File: src/rtl/f5_seq_ctrl.sv
// F5 feature-map buffer sequencer: counts parallel writes into the common address and
// streams all NUM_MAP x DEPTH words map-major with the buffer's skewed sel/addr timing.
module f5_seq_ctrl #(
  parameter int DEPTH   = 25,
  parameter int NUM_MAP = 16,
  parameter int ADDR_W  = 5,
  parameter int RD_LAT  = 3,
  parameter int SEL_W   = 4,
  parameter int IDX_W   = 9
) (
  input  logic              clk,
  input  logic              rst_n,
  input  logic              wr_valid,
  output logic              f5_wr_en,
  output logic [ADDR_W-1:0] f5_waddr,
  output logic              buf_full,
  output logic              wr_overflow,
  input  logic              rd_start,
  output logic [SEL_W-1:0]  f5_sel,
  output logic [ADDR_W-1:0] f5_raddr,
  output logic              rd_valid,
  output logic              rd_last,
  output logic [IDX_W-1:0]  rd_idx,
  output logic              busy
);
  typedef enum logic       {W_FILL, W_FULL} w_state_t;
  typedef enum logic [1:0] {R_IDLE, R_ISSUE, R_DRAIN} r_state_t;

  localparam logic [IDX_W-1:0]  LAST_IDX = IDX_W'(NUM_MAP * DEPTH - 1);
  localparam logic [ADDR_W-1:0] LAST_A   = ADDR_W'(DEPTH - 1);
  localparam logic [SEL_W-1:0]  LAST_M   = SEL_W'(NUM_MAP - 1);

  w_state_t                        w_state;
  r_state_t                        r_state;
  logic [ADDR_W-1:0]               rd_a;
  logic [IDX_W-1:0]                iss_idx;
  logic                            iss_v;
  logic [RD_LAT:1]                 vld_pipe;
  logic [RD_LAT:1][IDX_W-1:0]      idx_pipe;

  assign f5_wr_en = wr_valid & ~buf_full;
  assign iss_v    = (r_state == R_ISSUE);
  assign rd_valid = vld_pipe[RD_LAT];
  assign rd_idx   = idx_pipe[RD_LAT];
  assign rd_last  = rd_valid && (rd_idx == LAST_IDX);

  always_ff @(posedge clk) begin
    if (!rst_n) begin
      w_state     <= W_FILL;
      r_state     <= R_IDLE;
      f5_waddr    <= '0;
      buf_full    <= 1'b0;
      wr_overflow <= 1'b0;
      f5_sel      <= '0;
      f5_raddr    <= '0;
      rd_a        <= '0;
      iss_idx     <= '0;
      busy        <= 1'b0;
      vld_pipe    <= '0;
      idx_pipe    <= '0;
    end else begin
      // Write side: f5_waddr is the row counter itself.
      if (rd_last) begin
        w_state  <= W_FILL;
        buf_full <= 1'b0;
      end else if (f5_wr_en) begin
        if (f5_waddr == LAST_A) begin
          f5_waddr <= '0;
          w_state  <= W_FULL;
          buf_full <= 1'b1;
        end else begin
          f5_waddr <= f5_waddr + 1'b1;
        end
      end
      if (wr_valid && buf_full) wr_overflow <= 1'b1;

      // Read side: f5_sel carries the issue-cycle map, f5_raddr lags it by one cycle.
      case (r_state)
        R_IDLE: if (rd_start && buf_full) begin
          r_state <= R_ISSUE;
          busy    <= 1'b1;
          f5_sel  <= '0;
          rd_a    <= '0;
          iss_idx <= '0;
        end
        R_ISSUE: begin
          f5_raddr <= rd_a;
          iss_idx  <= iss_idx + 1'b1;
          if (rd_a == LAST_A) begin
            rd_a <= '0;
            if (f5_sel == LAST_M) r_state <= R_DRAIN;
            else                  f5_sel  <= f5_sel + 1'b1;
          end else begin
            rd_a <= rd_a + 1'b1;
          end
        end
        R_DRAIN: if (rd_last) begin
          r_state <= R_IDLE;
          busy    <= 1'b0;
        end
        default: r_state <= R_IDLE;
      endcase

      vld_pipe[1] <= iss_v;
      idx_pipe[1] <= iss_idx;
      for (int i = 2; i <= RD_LAT; i++) begin
        vld_pipe[i] <= vld_pipe[i-1];
        idx_pipe[i] <= idx_pipe[i-1];
      end
    end
  end
endmodule

File: config.mk
export PLATFORM = sky130hd
export DESIGN_NAME = f5_seq_ctrl
export DESIGN_NICKNAME = d
export VERILOG_FILES = /design/src/rtl/f5_seq_ctrl.sv
export SDC_FILE = /design/constraint.sdc
export NUM_CORES = 1
export LEC_CHECK = 0
export CAP_MARGIN = 25
export CORE_MARGIN = 1.5
export CORE_UTILIZATION = 58
export CTS_CLUSTER_SIZE = 8
export DETAILED_ROUTE_END_ITERATION = 16
export GPL_ROUTABILITY_DRIVEN = 0
export PLACE_DENSITY = 0.84
export SLEW_MARGIN = 20
export SYNTH_ARGS = -nofsm -noshare
export SYNTH_HDL_FRONTEND = slang
export SYNTH_SLANG_ARGS = --single-unit
File: constraint.sdc
create_clock -name clk -period 4.05 [get_ports clk]
set_input_delay 0.405 -clock clk [delete_from_list [all_inputs] [get_ports clk]]
set_output_delay 0.405 -clock clk [all_outputs]
set_load 0.02 [all_outputs]
Yosys cells after proc, flatten, opt, wreduce, memory -nomap -nowiden:

Index checks and enable logic that the tools add are counted.

* output and inout port bits: 29
* register bits: 63

* bitwise gates (word level): 4
* reduce and logical (&&, ||, !) cells: 13
* add/sub/neg operators: 4
* equality and inequality tests: 11
* mux-type cells: 18

Operators with widths (count)
* 9-bit case mux with 2 select lines: 1
* 5-bit two-way mux: 3
* 4-bit two-way mux: 3
* 5-bit by 1-bit adder with 5-bit output, second input constant: 2
* 5-bit == test, second input constant: 2
* 5-bit case mux with 2 select lines: 1
* 9-bit by 1-bit adder with 9-bit output, second input constant: 1
* 9-bit == test, second input constant: 1
* 9-bit two-way mux: 1
* 2-bit two-way mux: 4
* 4-bit case mux with 2 select lines: 1
* 4-bit AND reduction: 2
* 2-bit != test, second input constant: 3
* 2-bit case mux with 3 select lines: 1
* 2-bit AND reduction: 3
* 4-bit by 1-bit adder with 4-bit output, second input constant: 1
* 4-bit == test, second input constant: 1
* 2-bit by 1-bit != test with 1-bit output, second input constant: 2
* 2-bit nonzero test: 2
* 1-bit logical AND: 3
* 1-bit inverter: 3
* 3-bit AND reduction: 1
* 2-bit by 1-bit == test with 1-bit output, second input constant: 1
* 2-bit == test, second input constant: 1
* other kinds (5): 6

Depth between registers and ports, before layout:

* word-level depth: 4
* gate-level depth with buffers: 7

Worst setup path before layout:

Ideal clock, no wire load.

* kind: reg-to-reg
* start point: register f5_waddr[0]
* end point: register f5_waddr[2]
* stages on the path, launching flop included: 7
* required time: 3980 ps
* setup slack: 2319 ps
* setup time: 70 ps
* data arrival time: 1661 ps
* cell sequence: dfxtp_1 -> inv_1 -> ha_1 -> nand4b_1 -> inv_1 -> or4_2 -> a21boi_1

* longest elaborated chain between the ends: 2
* elaborated cells on any way between the ends: 3
* those cells by class: add/sub (1); eq/ne (1); mux (1)

RTL lines
* start, declared: line 15 `output logic [ADDR_W-1:0] f5_waddr,`
* start signal, assigned: line 72 `f5_waddr <= f5_waddr + 1'b1;`
* 5-bit by 1-bit adder with 5-bit output / 5-bit == test (equally long branches): line 72, 67
* 5-bit two-way mux (*): line 67 `if (f5_waddr == LAST_A) begin`

Every way passes the cells marked *; elsewhere a longest branch is shown, timed or not.
A chain may end at the register's enable or synchronous reset.

Worst setup path in the final report:

* start point: input wr_valid
* end point: output f5_wr_en

* longest elaborated chain between the ends: 1

RTL lines
* start, declared: line 13 `input logic wr_valid,`
* 1-bit AND: line 41 `assign f5_wr_en = wr_valid & ~buf_full;`
* end, declared: line 14 `output logic f5_wr_en,`

Every way passes these cells.

==> results.sh <==
export IMPL_die_h_um=68.1
export IMPL_ant_nets=0
export IMPL_dr_first_iter_drc_count=116
export IMPL_synth_area_leaders="dfxtp_1 51%, and2_1 8.2%, nand2_1 4.3%, ha_1 3.1%, a21boi_0 2.8%"
export IMPL_yosys_area_top_type="dfxtp_1"
export IMPL_drt_pass1_iter_count=4
export IMPL_ir_drop_uv=230
export IMPL_rrSetupSlack_ps=2210
export IMPL_total_power_uw=1190
export IMPL_hold_viol=0
export IMPL_tightest_slew_ps=1010
export IMPL_required_ps=3640
export IMPL_syn_area_per_cell_um2=9.48
export IMPL_final_nets=291
export IMPL_crit_family="buffers and inverters"
export IMPL_grt_max_degree=33
export IMPL_p_seq_share_pct=52.5
export IMPL_start_kind="primary input"
export IMPL_finalSetupTns_ps=0
export IMPL_worst_setup_path_end_kind="output pin"
export IMPL_synth_commonest_cells="63 x dfxtp_1, 32 x and2_1, 28 x nand2_1"
export IMPL_min_path_type="flip-flop to flip-flop"
export IMPL_nFillCells=302
export IMPL_core_area_mm2=0.00403
export IMPL_ys_ff_latch=63
export IMPL_cts_inserted_buffers=9
export IMPL_critPathArrivalTime_ps=2170
export IMPL_finalCritPeriodShare_pct=63.6
export IMPL_rows=23
export IMPL_die_area_mm2=0.00463
export IMPL_cts_resized_gates=0
export IMPL_post_drt_wl_per_cell_um=11.9
export IMPL_path_buf_inv=2
export IMPL_clk_path_buf_depth=2
export IMPL_setup_viol=0
export IMPL_register_area_mm2=0.00126
export IMPL_portBuffers=32
export IMPL_slew_viol_final=0
export IMPL_crit_chain="clkdlybuf4s50_1, nor2b_1, clkdlybuf4s50_1"
export IMPL_finalCriticalPeriod_ps=2570
export IMPL_power_switching_uw=255
export IMPL_switching_share_pct=21.4
export IMPL_post_cts_buffers=0
export IMPL_antenna_found_initial=0
export IMPL_maxCapViolations=0
export IMPL_timing_rr_start="buf_full"
export IMPL_synth_warnings=0
export IMPL_hold_depth=1
export IMPL_netlist_area_leader_share_pct=51.3
export IMPL_synth_edf_count=0
export IMPL_grt_usage_pct=19.6
export IMPL_internal_power_uw=936
export IMPL_boundaryPins=33
export IMPL_ys_types=44
export IMPL_yosysMostFrequentCell="dfxtp_1"
export IMPL_p_leak_uw=0.00108
export IMPL_multiInputGateArea_mm2=0.00104
export IMPL_grt_overflow_total=0
export IMPL_min_from="idx_pipe[16]"
export IMPL_finClkSkew_ps=5.75
export IMPL_ys_async_sr_fraction_pct=0
export IMPL_seq_area_frac_synth_pct=51.3
export IMPL_insertion_delay_ps=340
export IMPL_vias=1759
export IMPL_clk_pin_slew_ps=70
export IMPL_cts_num_sinks=63
export IMPL_via_per_inst=5.24
export IMPL_r2r_end="f5_sel[1]"
export IMPL_setup_ws_ps=1480
export IMPL_area_delta_synth_final_pct=19.1
export IMPL_grt_pass1_vias=1490
export IMPL_worst_hold_path_endpoint="rd_idx[7]"
export IMPL_tritoncts="yes"
export IMPL_path_max_fanout=10
export IMPL_start_util_pct=61.0
export IMPL_root_buffer="clkbuf_8"
export IMPL_crit_cells=3
export IMPL_clockPowerShare_pct=44.8
export IMPL_htreeDepth=3
export IMPL_die_x_um=68.1
export IMPL_cpPeakStageDelay_ps=720
export IMPL_power_density_mw_per_mm2=407
export IMPL_synth_main_ff_cell="dfxtp_1"
export IMPL_fmax_mhz=388
export IMPL_synth_cells=259
export IMPL_max_slew_margin_rel_pct=32.4
export IMPL_hpwl_mm=2.63
export IMPL_pre_cts_slack_ps=1520
export IMPL_combinationalPowerShare_pct=2.6
export IMPL_drc=0
export IMPL_finalWirelength_mm=3.99
export IMPL_drive_gt1_share_pct=7.34
export IMPL_cts_hold_buf=0
export IMPL_crit_slowest_cell="clkdlybuf4s50_1"
export IMPL_ff2ff_path_depth=4
export IMPL_syn_num_nets=269
export IMPL_rsz0062_at_grt="false"
export IMPL_outcome="complete, no violations"
export IMPL_critPathKind="primary input to output pin"
export IMPL_cp_common_cell="clkdlybuf4s50_1"
export IMPL_diodes=0
export IMPL_grt_first_pass_wirelength_mm=6.52
export IMPL_syn_area_mm2=0.00246
-- layout by cell type (no fill, tap or decap), drive strengths merged, types with 3 or more instances in the layout --
cell type / instances
dfxtp: 63
and2: 32
clkdlybuf4s50: 32
nand2: 28
nor2: 11
clkbuf: 11
nand3: 10
a21boi: 10
o21ai: 9
inv: 7
a21oi: 7
xnor2: 7
ha: 6
nor3: 5
nor3b: 5
nand4b: 4
nor2b: 3
clkinvlp: 3
-- worst max path at each step --
stage,startpoint,to,slack [ps]
after global placement,wr_valid,f5_wr_en,1560
after floorplan,f5_waddr[0],f5_waddr[2],2320
after global routing,wr_valid,f5_wr_en,1390
after CTS,rd_idx[5],rd_last,1460
final,wr_valid,f5_wr_en,1480
after detailed placement,wr_valid,f5_wr_en,1520
-- kinds of logic (layout without fill, tap and decap cells) --
| kind of cell | count (synthesis) | after routing | share of synthesized area [%] |
|---|---|---|---|
| simple gates | 110 | 110 | 24.7 |
| buf+inv | 30 | 57 | 6.32 |
| fa+ha+maj | 6 | 6 | 3.06 |
| mux | 1 | 1 | 0.408 |
| flops | 63 | 63 | 51.3 |
| xor+xnor | 7 | 7 | 2.50 |
| compound gates | 42 | 42 | 11.7 |
-- area by class of cell --
class,instances,area share (%)
Sequential cell,63,43.1
Multi-Input combinational cell,166,35.5
Timing Repair Buffer,33,11.2
Clock buffer,11,4.83
Tap cell,50,2.14
Clock inverter,5,1.97
Inverter,8,1.20
-- state kept, by name, indices dropped and copies added (netlist names) --
register     count
rd_idx           9
wr_overflow      1
buf_full         1
f5_sel           4
f5_raddr         5
rd_a             5
idx_pipe        18
iss_idx          9
vld_pipe         3
f5_waddr         5
busy             1
r_state          2
-- stage by stage --
| stage | cells | hold slack [ps] | area (um^2) | util, % |
|---|---|---|---|---|
| after global placement | 320 | 416 | 2730 | 67.7 |
| after detailed placement | 320 | 417 | 2730 | 67.7 |
| after global routing | 336 | 443 | 2930 | 72.6 |
| after floorplan | 259 | 412 | 2460 | - |
| final | 336 | 431 | 2930 | 72.6 |
| after CTS | 336 | 433 | 2930 | 72.6 |
-- power by group through the flow --
stage / registers, uW / logic (uW) / clock network (uW)
6_report: 625 / 31.4 / 534
5_1_grt: 625 / 35.0 / 578
4_1_cts: 625 / 31.7 / 548
3_5_place_dp: 639 / 31.6 / 0
3_3_place_gp: 639 / 31.1 / 0
2_1_floorplan: 641 / 16.1 / 0
-- routing by layer --
metal  up-vias  wire (um)  GRT usage (%)
met5         -          0              0
met3         5        170           8.39
met1       805       1950           23.4
li1        915          -              -
met2        34       1810           30.3
met4         0         57           9.00
-- worst reg2reg max path: stages, from the launching register on --
cell and delay, ps:
dfxtp_1 450, a21oi_1 320, a211oi_1 580, and2_1 250
mux2i_1 170
Power figures use the tool's default switching activity.
